`src/rtl/inst_pkg.sv`:
```
// Shared types and encoding constants for the instruction encoder.
// Op codes 8-15 are outside op_e and are treated as illegal by the packer.
package inst_pkg;

    typedef enum logic [3:0] {
        LD  = 4'd0,
        SD  = 4'd1,
        AND = 4'd2,
        OR  = 4'd3,
        ADD = 4'd4,
        SUB = 4'd5,
        BEQ = 4'd6,
        BLT = 4'd7
    } op_e;

    typedef enum logic [1:0] {
        IDLE  = 2'd0,
        RUN   = 2'd1,
        DRAIN = 2'd2
    } state_e;

    localparam logic [6:0] OPC_LOAD   = 7'b0000011;
    localparam logic [6:0] OPC_STORE  = 7'b0100011;
    localparam logic [6:0] OPC_RTYPE  = 7'b0110011;
    localparam logic [6:0] OPC_BRANCH = 7'b1100011;

    localparam logic [2:0] F3_DWORD = 3'b011;
    localparam logic [2:0] F3_AND   = 3'b111;
    localparam logic [2:0] F3_OR    = 3'b110;
    localparam logic [2:0] F3_ADD   = 3'b000;
    localparam logic [2:0] F3_BEQ   = 3'b000;
    localparam logic [2:0] F3_BLT   = 3'b100;

    localparam logic [6:0] F7_ZERO = 7'b0000000;
    localparam logic [6:0] F7_SUB  = 7'b0100000;

    function automatic logic [31:0] rtype(input logic [6:0] f7,
                                          input logic [4:0] rs2,
                                          input logic [4:0] rs1,
                                          input logic [2:0] f3,
                                          input logic [4:0] rd);
        return {f7, rs2, rs1, f3, rd, OPC_RTYPE};
    endfunction

endpackage

```
`src/rtl/inst_encoder_if.sv`:
```
// Control, request and instruction-memory write signals of the encoder.
// The slave modport is the encoder's view; master is the driver's view.
interface inst_encoder_if #(
    parameter int ADDR_W = 8
);
    logic              start;
    logic [ADDR_W-1:0] base_addr;
    logic [ADDR_W-1:0] length;
    logic              busy;
    logic              done;

    logic              req_valid;
    logic              req_ready;
    logic [3:0]        req_op;
    logic [4:0]        req_rd;
    logic [4:0]        req_rs1;
    logic [4:0]        req_rs2;
    logic [4:0]        req_imm;
    logic              req_dir;

    logic              imem_we;
    logic [ADDR_W-1:0] imem_addr;
    logic [31:0]       imem_wdata;
    logic              imem_ready;

    logic              illegal;

    modport slave (
        input  start, base_addr, length,
        input  req_valid, req_op, req_rd, req_rs1, req_rs2, req_imm, req_dir,
        input  imem_ready,
        output busy, done, req_ready, imem_we, imem_addr, imem_wdata, illegal
    );

    modport master (
        output start, base_addr, length,
        output req_valid, req_op, req_rd, req_rs1, req_rs2, req_imm, req_dir,
        output imem_ready,
        input  busy, done, req_ready, imem_we, imem_addr, imem_wdata, illegal
    );
endinterface

```
`src/rtl/inst_pack.sv`:
```
// Purely combinational field packer: turns one request into a 32-bit word.
// Unknown op codes produce an all-zero word and raise illegal_o.
module inst_pack
    import inst_pkg::*;
(
    input  logic [3:0]  op_i,
    input  logic [4:0]  rd_i,
    input  logic [4:0]  rs1_i,
    input  logic [4:0]  rs2_i,
    input  logic [4:0]  imm_i,
    input  logic        dir_i,
    output logic [31:0] word_o,
    output logic        illegal_o
);

    always_comb begin
        word_o    = 32'h0;
        illegal_o = 1'b0;
        case (op_i)
            LD:  word_o = {7'b0, imm_i, 5'b0, F3_DWORD, rd_i, OPC_LOAD};
            SD:  word_o = {12'b0, rs1_i, F3_DWORD, imm_i, OPC_STORE};
            AND: word_o = rtype(F7_ZERO, rs2_i, rs1_i, F3_AND, rd_i);
            OR:  word_o = rtype(F7_ZERO, rs2_i, rs1_i, F3_OR, rd_i);
            ADD: word_o = rtype(F7_ZERO, rs2_i, rs1_i, F3_ADD, rd_i);
            SUB: word_o = rtype(F7_SUB, rs2_i, rs1_i, F3_ADD, rd_i);
            BEQ: word_o = {6'b0, dir_i, rs2_i, rs1_i, F3_BEQ, imm_i, OPC_BRANCH};
            BLT: word_o = {6'b0, dir_i, rs2_i, rs1_i, F3_BLT, imm_i, OPC_BRANCH};
            default: illegal_o = 1'b1;
        endcase
    end

endmodule

```
`src/rtl/inst_encoder.sv`:
```
// Program loader: encodes accepted requests and writes them to consecutive
// instruction-memory words through a single-entry registered output stage.
module inst_encoder
    import inst_pkg::*;
#(
    parameter int ADDR_W = 8
) (
    input  logic        clk,
    input  logic        rst_n,
    inst_encoder_if.slave bus
);

    state_e            state_q;
    logic [ADDR_W-1:0] length_q;
    logic [ADDR_W-1:0] accepted_q;
    logic [ADDR_W-1:0] accepted_d;
    logic [ADDR_W-1:0] next_addr_q;
    logic              we_q;
    logic [ADDR_W-1:0] addr_q;
    logic [31:0]       wdata_q;
    logic              illegal_q;

    logic              accept;
    logic              drain;
    logic [31:0]       pack_word;
    logic              pack_illegal;

    inst_pack u_pack (
        .op_i      (bus.req_op),
        .rd_i      (bus.req_rd),
        .rs1_i     (bus.req_rs1),
        .rs2_i     (bus.req_rs2),
        .imm_i     (bus.req_imm),
        .dir_i     (bus.req_dir),
        .word_o    (pack_word),
        .illegal_o (pack_illegal)
    );

    // The stage may refill in the same cycle it drains, giving one word per cycle.
    assign drain         = we_q & bus.imem_ready;
    assign bus.req_ready = (state_q == RUN) && (accepted_q < length_q) && (!we_q || bus.imem_ready);
    assign accept        = bus.req_valid & bus.req_ready;
    assign accepted_d    = accept ? accepted_q + ADDR_W'(1) : accepted_q;

    assign bus.busy       = (state_q == RUN);
    assign bus.done       = ((state_q == RUN) && (length_q == '0)) || ((state_q == DRAIN) && drain);
    assign bus.imem_we    = we_q;
    assign bus.imem_addr  = addr_q;
    assign bus.imem_wdata = wdata_q;
    assign bus.illegal    = illegal_q;

    always_ff @(posedge clk or negedge rst_n) begin
        if (!rst_n) begin
            state_q     <= IDLE;
            length_q    <= '0;
            accepted_q  <= '0;
            next_addr_q <= '0;
            we_q        <= 1'b0;
            addr_q      <= '0;
            wdata_q     <= 32'h0;
            illegal_q   <= 1'b0;
        end else begin
            case (state_q)
                IDLE: begin
                    if (bus.start) begin
                        state_q     <= RUN;
                        length_q    <= bus.length;
                        next_addr_q <= bus.base_addr;
                        accepted_q  <= '0;
                        illegal_q   <= 1'b0;
                    end
                end
                RUN: begin
                    // An empty load has nothing to drain and finishes straight away.
                    if (accepted_d == length_q) begin
                        state_q <= (length_q == '0) ? IDLE : DRAIN;
                    end
                end
                DRAIN: begin
                    if (drain) begin
                        state_q <= IDLE;
                    end
                end
                default: state_q <= IDLE;
            endcase

            if (accept) begin
                accepted_q  <= accepted_d;
                next_addr_q <= next_addr_q + ADDR_W'(4);
                we_q        <= 1'b1;
                addr_q      <= next_addr_q;
                wdata_q     <= pack_word;
                if (pack_illegal) begin
                    illegal_q <= 1'b1;
                end
            end else if (drain) begin
                we_q <= 1'b0;
            end
        end
    end

endmodule

```
`src/flat_wrapper.sv`:
```
// flat-port wrapper written by rule: the top's interface ports become plain ports
module inst_encoder_flat import inst_pkg::*;
#(
    parameter int ADDR_W = 8
)
  (clk, rst_n, bus_start, bus_base_addr, bus_length, bus_req_valid, bus_req_op, bus_req_rd, bus_req_rs1, bus_req_rs2, bus_req_imm, bus_req_dir, bus_imem_ready, bus_busy, bus_done, bus_req_ready, bus_imem_we, bus_imem_addr, bus_imem_wdata, bus_illegal);
  inst_encoder_if #(.ADDR_W(ADDR_W)) bus_i ();
  input  logic clk;
  input  logic rst_n;
  input wire logic [$bits(bus_i.start)-1:0] bus_start;
  input wire logic [$bits(bus_i.base_addr)-1:0] bus_base_addr;
  input wire logic [$bits(bus_i.length)-1:0] bus_length;
  input wire logic [$bits(bus_i.req_valid)-1:0] bus_req_valid;
  input wire logic [$bits(bus_i.req_op)-1:0] bus_req_op;
  input wire logic [$bits(bus_i.req_rd)-1:0] bus_req_rd;
  input wire logic [$bits(bus_i.req_rs1)-1:0] bus_req_rs1;
  input wire logic [$bits(bus_i.req_rs2)-1:0] bus_req_rs2;
  input wire logic [$bits(bus_i.req_imm)-1:0] bus_req_imm;
  input wire logic [$bits(bus_i.req_dir)-1:0] bus_req_dir;
  input wire logic [$bits(bus_i.imem_ready)-1:0] bus_imem_ready;
  output wire logic [$bits(bus_i.busy)-1:0] bus_busy;
  output wire logic [$bits(bus_i.done)-1:0] bus_done;
  output wire logic [$bits(bus_i.req_ready)-1:0] bus_req_ready;
  output wire logic [$bits(bus_i.imem_we)-1:0] bus_imem_we;
  output wire logic [$bits(bus_i.imem_addr)-1:0] bus_imem_addr;
  output wire logic [$bits(bus_i.imem_wdata)-1:0] bus_imem_wdata;
  output wire logic [$bits(bus_i.illegal)-1:0] bus_illegal;
  assign bus_i.start = bus_start;
  assign bus_i.base_addr = bus_base_addr;
  assign bus_i.length = bus_length;
  assign bus_i.req_valid = bus_req_valid;
  assign bus_i.req_op = bus_req_op;
  assign bus_i.req_rd = bus_req_rd;
  assign bus_i.req_rs1 = bus_req_rs1;
  assign bus_i.req_rs2 = bus_req_rs2;
  assign bus_i.req_imm = bus_req_imm;
  assign bus_i.req_dir = bus_req_dir;
  assign bus_i.imem_ready = bus_imem_ready;
  assign bus_busy = bus_i.busy;
  assign bus_done = bus_i.done;
  assign bus_req_ready = bus_i.req_ready;
  assign bus_imem_we = bus_i.imem_we;
  assign bus_imem_addr = bus_i.imem_addr;
  assign bus_imem_wdata = bus_i.imem_wdata;
  assign bus_illegal = bus_i.illegal;
  inst_encoder #(.ADDR_W(ADDR_W)) u_core (.clk(clk), .rst_n(rst_n), .bus(bus_i));
endmodule
```
`config.mk`:
```
export PLATFORM = sky130hd
export DESIGN_NAME = inst_encoder_flat
export DESIGN_NICKNAME = d
export VERILOG_FILES = /design/src/rtl/inst_pkg.sv /design/src/rtl/inst_encoder_if.sv /design/src/rtl/inst_pack.sv /design/src/rtl/inst_encoder.sv /design/src/flat_wrapper.sv
export SDC_FILE = /design/constraint.sdc
export NUM_CORES = 1
export LEC_CHECK = 0
export CAP_MARGIN = 20
export CORE_AREA = 2 2 82 84
export CTS_BUF_LIST = sky130_fd_sc_hd__clkbuf_2
export CTS_CLUSTER_SIZE = 24
export DETAILED_ROUTE_END_ITERATION = 8
export DIE_AREA = 0 0 84 86
export DONT_BUFFER_PORTS = 1
export GPL_TIMING_DRIVEN = 0
export HOLD_SLACK_MARGIN = 0.02
export PLACE_DENSITY = 0.77
export SYNTH_ARGS = -nofsm -noshare
export SYNTH_HDL_FRONTEND = slang
export SYNTH_HIERARCHICAL = 1
export SYNTH_SLANG_ARGS = --single-unit
```
`constraint.sdc`:
```
create_clock -name clk -period 3.1 [get_ports clk]
set_input_delay 0.465 -clock clk [delete_from_list [all_inputs] [get_ports clk]]
set_output_delay 0.465 -clock clk [all_outputs]
set_load 0.02 [all_outputs]
```
### After elaboration in Yosys (flattened, before gate mapping)

Cells that the tools add are included.

| word-level totals | value |
|---|---|
| register bits | 68 |
| latch bits | 0 |
| bits in writable memories | 0 |
| ROM bits | 0 |
| word-level logic and storage cells | 62 |
| memories kept | 0 |

| operators by class | value |
|---|---|
| $add $sub $neg | 2 |
| multiply operators | 0 |
| div/mod/pow operators | 0 |
| $lt $le $gt $ge | 1 |
| equality and inequality tests | 13 |
| shift-type cells | 0 |
| mux-type cells | 19 |
| bitwise logic cells | 2 |
| reductions and logical operators | 17 |

Operators by type and width:

| kind | number |
|---|---|
| one-hot mux 31 bit (8 select lines) | 1 |
| two-way mux 8 bit | 7 |
| == test 4 x 3 -> 1 bit (second input constant) | 4 |
| adder 8 x 1 -> 8 bit (second input constant) | 1 |
| adder 8 x 3 -> 8 bit (second input constant) | 1 |
| == test 4 x 2 -> 1 bit (second input constant) | 2 |
| == test 8 bit | 1 |
| zero test 8 bit | 1 |
| < comparator 8 bit | 1 |
| two-way mux 2 bit | 4 |
| OR reduction 8 bit | 1 |
| two-way mux 1 bit | 6 |
| one-hot mux 2 bit (3 select lines) | 1 |
| nonzero test 2 bit | 3 |
| == test 4 x 1 -> 1 bit (second input constant) | 1 |
| logical AND 1 bit | 4 |
| zero test 4 bit | 1 |
| != test 2 x 1 -> 1 bit (second input constant) | 2 |
| AND reduction 2 bit | 2 |
| AND reduction 3 bit | 1 |
| bitwise AND 1 bit | 2 |
| == test 2 x 1 -> 1 bit (second input constant) | 1 |
| == test 2 bit (second input constant) | 1 |
| zero test 2 bit | 1 |
| 3 further kinds | 4 |

### Longest topological paths before layout

Gate-level depths: netlist of the first run.

| depth | value |
|---|---|
| word-level depth | 8 |
| mapped depth | 14 |
| mapped depth without buffers | 12 |

### By module

Netlist of the first run, hierarchy kept.

Modules (own cells, without submodules):

| module | instances | cells an instance | area an instance (um2) | sequential area each (um2) |
|---|---|---|---|---|
| inst_encoder | 1 | 361 | 3231.8 | 1701.6 |
| inst_pack | 1 | 69 | 483.0 | 0.0 |

### Worst setup path before layout of the first run

No wires, ideal clock.

| path | value |
|---|---|
| path type | register -> register |
| from | reg u_core.accepted_q[5] |
| to | reg u_core.state_q[0] |
| setup time | 0.118 ns |
| arrival time | 3.041 ns |
| setup slack | -0.059 ns |
| stages on the path, launching flop included | 14 |
| buffers on the path | 2 |
| path through | dfrtp_1 ha_1 a211oi_2 nand2_1 o2111ai_2 nand2_4 clkinv_4 buf_2 buf_1 ha_1 xnor2_1 a2111oi_4 o2111ai_1 a21o_1 |

| between the ends | value |
|---|---|
| longest elaborated chain between the ends | 8 |

Ends and longest elaborated chain:

| what | line | source |
|---|---|---|
| start, declared | inst_encoder.sv:15 | `logic [ADDR_W-1:0] accepted_q;` |
| start signal, assigned | inst_encoder.sv:88 | `accepted_q <= accepted_d;` |
| < comparator 8 bit | inst_encoder.sv:41 | `assign bus.req_ready = (state_q == RUN) && (accepted_q < length_q) && (!we_q \|\| bus.imem_ready);` |
| logical AND 1 bit (2 in a row) | inst_encoder.sv:41 |  |
| bitwise AND 1 bit | inst_encoder.sv:42 | `assign accept = bus.req_valid & bus.req_ready;` |
| net u_core.accept | inst_encoder.sv:23 | `logic accept;` |
| two-way mux 8 bit | inst_encoder.sv:43 | `assign accepted_d = accept ? accepted_q + ADDR_W'(1) : accepted_q;` |
| == test 8 bit | inst_encoder.sv:75 | `if (accepted_d == length_q) begin` |
| != test 2 x 1 -> 1 bit (no line) | - |  |
| AND reduction 3 bit (no line) | - |  |
| end signal, assigned | inst_encoder.sv:76 | `state_q <= (length_q == '0) ? IDLE : DRAIN;` |
| end, declared | inst_encoder.sv:13 | `state_e state_q;` |

The timed path passes the listed nets, and every way through them passes these cells.
A chain may end at the register's enable or synchronous reset.

### Worst setup path in the final report of the first run

| path | value |
|---|---|
| from | reg u_core.length_q[2] |
| to | reg u_core.state_q[0] |

| between the ends | value |
|---|---|
| longest elaborated chain between the ends | 8 |

Ends and longest elaborated chain:

| what | line | source |
|---|---|---|
| start, declared | inst_encoder.sv:14 | `logic [ADDR_W-1:0] length_q;` |
| start signal, assigned | inst_encoder.sv:67 | `length_q <= bus.length;` |
| < comparator 8 bit | inst_encoder.sv:41 |  |
| logical AND 1 bit (2 in a row) | inst_encoder.sv:41 |  |
| bitwise AND 1 bit | inst_encoder.sv:42 |  |
| two-way mux 8 bit | inst_encoder.sv:43 |  |
| == test 8 bit * | inst_encoder.sv:75 |  |
| != test 2 x 1 -> 1 bit (no line) * | - |  |
| AND reduction 3 bit (no line) * | - |  |

Every way passes the cells marked *; elsewhere a longest branch is shown, timed or not.

==> results of run 1 <==
## final timing paths
check	startpoint	endpoint	cells after the start
worst min register to register	u_core/next_addr_q[0]$_DFFE_PN0P_	u_core/bus.imem_addr[0]$_DFFE_PN0P_	2
worst max-delay path	u_core/length_q[2]$_DFFE_PN0P_	u_core/state_q[0]$_DFFE_PN0P_	12
worst min-delay path	bus_base_addr[0]	u_core/next_addr_q[0]$_DFFE_PN0P_	2
max in group asynchronous	rst_n	u_core/length_q[2]$_DFFE_PN0P_	2
min in group asynchronous	rst_n	u_core/bus.imem_wdata[12]$_DFFE_PN0P_	2
worst max register to register	u_core/length_q[2]$_DFFE_PN0P_	u_core/state_q[0]$_DFFE_PN0P_	12
## cell usage in the layout, fill, tap and decap left out, types with 8 or more instances in the layout
master      n
clkbuf_2    9
nand2_1   159
dfrtp_1    66
buf_4      12
nand3_1    10
ha_1       10
a21oi_1    12
and2_1      8
o21ai_0    19
nor2_1     14
inv_1      10
clkbuf_1    9
## synthesized netlist by cell type (2+ instances only)
cell type	n	area share, %
and2_1	8	1.3
nand3b_1	5	1.0
and3_1	7	1.2
a21oi_1	12	1.6
ha_1	10	3.4
a21o_1	2	0.40
o211ai_1	4	0.81
nand2b_1	4	0.67
nand3_1	10	1.3
nand4_1	4	0.67
dfrtp_1	68	46
xnor2_1	5	1.2
mux2i_1	6	1.6
nand2_1	159	16
o21a_1	5	1.0
o22ai_1	2	0.34
inv_1	10	1.0
nor4_1	2	0.34
xor2_1	5	1.2
buf_1	5	0.51
buf_6	2	0.61
a31oi_1	2	0.34
buf_4	8	1.6
nor3_1	2	0.27
and2_4	2	0.47
clkbuf_1	9	0.91
buf_2	4	0.54
o21ai_0	19	2.6
nor2_1	14	1.4
a211oi_1	3	0.61
mux2_2	7	2.1
## layer usage
metal	GRT usage [%]	part of all wire, %	wire (microns)	up-vias
met5	0	0	0	-
met4	10.3	2.4	204	0
met3	7.89	8.9	760	23
met2	41.9	48	4080	133
met1	30.8	41	3480	1427
li1	-	-	-	1472
## power breakdown
group / leakage (nW) / internal (mW) / switching [mW]
combinational: 1.07 / 0.478 / 0.762
clock: 0.0825 / 0.271 / 0.346
sequential: 0.863 / 1.24 / 0.614
## metrics by stage
stage               setup TNS [ns]  setup slack (ns)  instances  hold WS [ns]
floorplan                        0            0.0718        436         0.169
global route               -0.0108           -0.0108        534        0.0202
detailed placement          -0.847            -0.450        513         0.171
global placement            -0.750            -0.404        513         0.171
CTS                              0           0.00144        533        0.0362
finish                           0             0.187        534        0.0609
## critical path, cell delays in order, from the launching register on
cell	delay, ns
dfrtp_2	0.46
inv_1	0.12
ha_1	0.29
o211ai_1	0.10
a21oi_2	0.20
o2111ai_4	0.19
nand2_4	0.15
clkinv_8	0.13
ha_1	0.31
xnor2_1	0.16
a2111oi_4	0.34
o2111ai_2	0.18
a21o_1	0.21
## cell type report
type	instances	area (sq um)	share of cell area [%]
plain buffers	26	146	3.59
clock buffers	9	45.0	1.11
well taps	77	96.3	2.36
inverters	11	53.8	1.32
flip-flops and latches	68	1700	41.8
multi-input cells	329	1850	45.5
repair buffers	7	77.6	1.90
clock inverters	7	98.8	2.43
## registers in the layout, indices dropped and copies added (netlist names)
name                   flops
u_core/bus.imem_wdata     32
u_core/accepted_q          8
u_core/bus.imem_addr       8
u_core/length_q            8
u_core/next_addr_q         8
u_core/state_q             2
u_core/bus.illegal         1
u_core/bus.imem_we         1
## what timing repair did
item | 4_1_cts | 5_1_grt
setup buffers | 3 | 1
pin swaps | 1 | 1
endpoints found under the setup margin | 2 | 2
hold endpoints to repair | 68 | 1
gates resized for setup | 4 | 3
hold buffers | 2 | 1
## cells by family after synthesis
group,count (synthesis),synth area share [%]
xor gates and xnor gates,10,2.36
AOI/OAI and AO/OA,65,12.6
and+or+nand+nor,224,26.6
DFF,68,45.8
muxes,13,3.74
other,1,0.101
buffers and inverters,39,5.42
adders and majority gates,10,3.37
==> impl_metrics.yaml, run 1 <==
cts:
  cts_root_buf: "clkbuf_2"
  cts.sinks: 68
  numCtsBuffers: 9
  clk_pin_slew_worst_paths_ns: 0.19
  cts_max_path_buffers: 2
  cts_tree: "built"
  insertion_delay_ns: 0.50
  cts_htree_levels: 3
grt:
  grt_pass1_vias: 3076
  antenna_found_initial: 0
  grt_remaining_overflow: 0
  grt_max_degree: 69
  grt_util_all_layers_pct: 25.2
  grt_pass1_wl_microns: 14500
floorplanning:
  die_w_microns: 84
  die_h_microns: 86
  initial_core_util_pct: 59.2
  rows: 29
  coreArea_sq_mm: 0.00628
  ios: 91
  die-area_sq_mm: 0.00722
placed_design:
  dp_hpwl_microns: 6100
  place_area_sq_mm: 0.00383
  gp_congestion: 0.911
  io_buffers: 0
drt:
  drc_errors: 0
  wl_per_cell_microns: 16.0
  postRouteAntennaNets: 0
  drt-initial-drc-count: 98
  firstDrtPassIters: 4
  vias_per_cell: 5.72
  drt_wl_total_microns: 8520
  num_vias: 3055
timing:
  tightest_slew_ns: 0.658
  hold_viol_final: 0
  period_minus_slack_ns: 2.91
  period_share_pct: 94.0
  fin_skew_ns: 0.0201
  maxSlewHeadroom_pct: 55.7
  slew_viol_final: 0
  setup_viol: 0
  max_freq_mhz: 343
synthesis:
  synth-warning-count: 6
  syn_inst: 430
  ys_ff_latch: 68
  synthesis.area_sq_mm: 0.00371
  synth_seq_area_share_pct: 45.8
  ys.flop_type: "dfrtp_1"
  synth-edff-count: 0
  synth_cell_type_count: 56
  syn_avg_cell_area_sq_um: 8.64
  synth-async-reset-ratio_pct: 100
layout:
  post-route-util_pct: 64.9
  nets: 508
  area.growth.synth_to_final_pct: 9.67
  post-route-cell-area_sq_mm: 0.00407
  diodes: 0
  nFillCells: 539
  drive_gt1_share_pct: 12.7
job:
  maxCapViolCount: 0
outcome:
  outcome: "complete, no violations"
setup_path:
  cp-start-kind: "flip-flop"
  r2r_slack_ns: 0.19
  crit_type: "reg -> reg"
  arrival_ns: 3.32
  cp.required_ns: 3.51
  endpoint_kind: "flip-flop"
  cp_max_fo: 28
power_and_ir_drop:
  p_total_mw: 3.71
  cellLeakagePower_nw: 2.02
  ir_worst_vdd_v: 0.000682
  p_per_area_mw_per_mm2: 911
hold_path:
  hp-class: "in -> reg"
No activity file was read; power rests on OpenSTA's default activity.
==> inputs of run 2 (changes only) <==
--- a/config.mk
+++ b/config.mk
@@ -7,7 +7,7 @@
 export LEC_CHECK = 0
 export CAP_MARGIN = 20
 export CORE_AREA = 2 2 82 84
-export CTS_BUF_LIST = sky130_fd_sc_hd__clkbuf_2
+export CTS_BUF_LIST = sky130_fd_sc_hd__clkbuf_4
 export CTS_CLUSTER_SIZE = 24
 export DETAILED_ROUTE_END_ITERATION = 8
 export DIE_AREA = 0 0 84 86
==> impl_metrics.yaml, run 2 (synthesis results as in run 1) <==
outcome:
  outcome: "complete, no violations"
timing:
  tns_ns: 0
  tightest_slew_ns: 0.657
  fin_skew_ns: 0.0143
  maxSlewHeadroom_pct: 55.7
  hold_viol_final: 0
  max_freq_mhz: 340
  period_share_pct: 94.8
  period_minus_slack_ns: 2.94
  slew_viol_final: 0
  setup_viol: 0
setup_path:
  arrival_ns: 3.24
  cp_max_fo: 28
  crit_type: "reg -> reg"
  cp-start-kind: "flip-flop"
  cp_common_cell: "ha_1"
  endpoint_kind: "flip-flop"
  max_stage_delay_ns: 0.48
  timing.critical_path.buf_inv: 1
  cp_top_family: "compound AO/OA/AOI/OAI gates"
  cp.required_ns: 3.40
  crit_chain: "ha_1, a211oi_2, nand2_1, o2111ai_4, nand2_4, clkinv_8, ha_1, xnor2_1, a2111oi_4, o2111ai_2, a21o_1"
  slowest_stage: "dfrtp_2"
grt:
  grt_util_all_layers_pct: 25.0
  antenna_found_initial: 0
  grt_pass1_wl_microns: 14400
  grt_pass1_vias: 3060
  grt_remaining_overflow: 0
  grt_max_degree: 69
placed_design:
  io_buffers: 0
  dp_hpwl_microns: 6100
  dp_cells: 513
  gp_congestion: 0.911
floorplanning:
  initial_core_util_pct: 59.2
  coreArea_sq_mm: 0.00628
  die-area_sq_mm: 0.00722
  ios: 91
  die_h_microns: 86
  rows: 29
  die_w_microns: 84
power_and_ir_drop:
  p_per_area_mw_per_mm2: 923
  ir_worst_vdd_v: 0.000651
  cellLeakagePower_nw: 2.01
  p_total_mw: 3.76
layout:
  area.growth.synth_to_final_pct: 9.60
  final_cell_mix: "159 x nand2_1, 66 x dfrtp_1, 19 x o21ai_0"
  final_common_cell: "nand2_1"
  fin_cells: 531
  nets: 505
  nFillCells: 540
  diodes: 0
  largest_reg_flops: 32
  drive_gt1_share_pct: 12.3
drt:
  postRouteAntennaNets: 0
  firstDrtPassIters: 7
  num_vias: 3021
  drt_wl_total_microns: 8420
  vias_per_cell: 5.69
  wl_per_cell_microns: 15.9
  drt-initial-drc-count: 90
  drc_errors: 0
cts:
  clk_pin_slew_worst_paths_ns: 0.11
  cts_tree: "built"
  insertion_delay_ns: 0.41
  cts_htree_levels: 3
  cts.sinks: 68
  cts_max_path_buffers: 2
  cts_root_buf: "clkbuf_4"
  numCtsBuffers: 9
hold_path:
  hp-class: "in -> reg"
job:
  maxCapViolCount: 0
[run 2: cell types whose count changed in the layout (fill, tap and decap cells not counted)]
| cell | delta |
|---|---|
| clkbuf_2 | -9 |
| clkbuf_4 | +9 |
| buf_4 | -2 |
| dlygate4sd3_1 | -1 |
[run 2: final timing paths]
kind | cells past startpoint | endpoint | slack [ns] | from
worst min register to register | 2 | u_core/bus.imem_addr[0]$_DFFE_PN0P_ | 0.49 | u_core/next_addr_q[0]$_DFFE_PN0P_
worst max register to register | 11 | u_core/state_q[0]$_DFFE_PN0P_ | 0.16 | u_core/accepted_q[5]$_DFFE_PN0P_
max in group asynchronous | 2 | u_core/length_q[2]$_DFFE_PN0P_ | 2.20 | rst_n
worst max-delay path | 11 | u_core/state_q[0]$_DFFE_PN0P_ | 0.16 | u_core/accepted_q[5]$_DFFE_PN0P_
worst min-delay path | 2 | u_core/length_q[0]$_DFFE_PN0P_ | 0.16 | bus_length[0]
min in group asynchronous | 2 | u_core/bus.imem_wdata[12]$_DFFE_PN0P_ | 0.60 | rst_n
[run 2: cell type report]
| cell class | count | area, sq um | area share [%] |
|---|---|---|---|
| sequential | 68 | 1700 | 41.9 |
| timing repair buffer | 4 | 52.6 | 1.29 |
| clock inverter | 7 | 98.8 | 2.43 |
| buffer | 26 | 146 | 3.60 |
| multi-input combinational | 329 | 1850 | 45.5 |
| clock buffer | 9 | 67.6 | 1.66 |
| inverter | 11 | 53.8 | 1.32 |
| tap | 77 | 96.3 | 2.37 |
[run 2: metal layers]
| layer | GRT usage [%] | routed length, microns | vias up |
|---|---|---|---|
| met2 | 41.7 | 4010 | 110 |
| met3 | 7.80 | 732 | 17 |
| met1 | 30.7 | 3520 | 1421 |
| met5 | 0 | 0 | - |
| li1 | - | - | 1473 |
| met4 | 9.68 | 156 | 0 |
[run 2: worst reg2reg max path, stage by stage (launching register included)]
cell,delay [ns]
dfrtp_2,0.48
ha_1,0.32
a211oi_2,0.24
nand2_1,0.14
o2111ai_4,0.26
nand2_4,0.13
clkinv_8,0.14
ha_1,0.26
xnor2_1,0.16
a2111oi_4,0.34
o2111ai_2,0.18
a21o_1,0.21
[run 2: per-stage QoR]
stage	instance area [sq um]	setup WS (ns)	util, %	hold WS (ns)
finish	4070	0.162	64.9	0.163
global route	4070	-0.00367	64.9	0.138
CTS	4070	0.00455	64.8	0.143
detailed placement	3830	-0.450	61.1	0.171
global placement	3830	-0.404	61.1	0.171
floorplan	3740	0.0718	-	0.169
[run 2: report_power, final]
part	internal [mW]	switching, mW
sequential	1.24	0.614
clock	0.331	0.342
combinational	0.470	0.757
[run 2: timing repair]
item | 4_1_cts | 5_1_grt
buffers inserted | 2 | 0
cloned | 0 | 0
resized for setup | 4 | 3
hold endpoints to repair | 68 | 0
hold buffers | 2 | 0
endpoints found under the setup margin | 2 | 2
pin swaps | 1 | 1
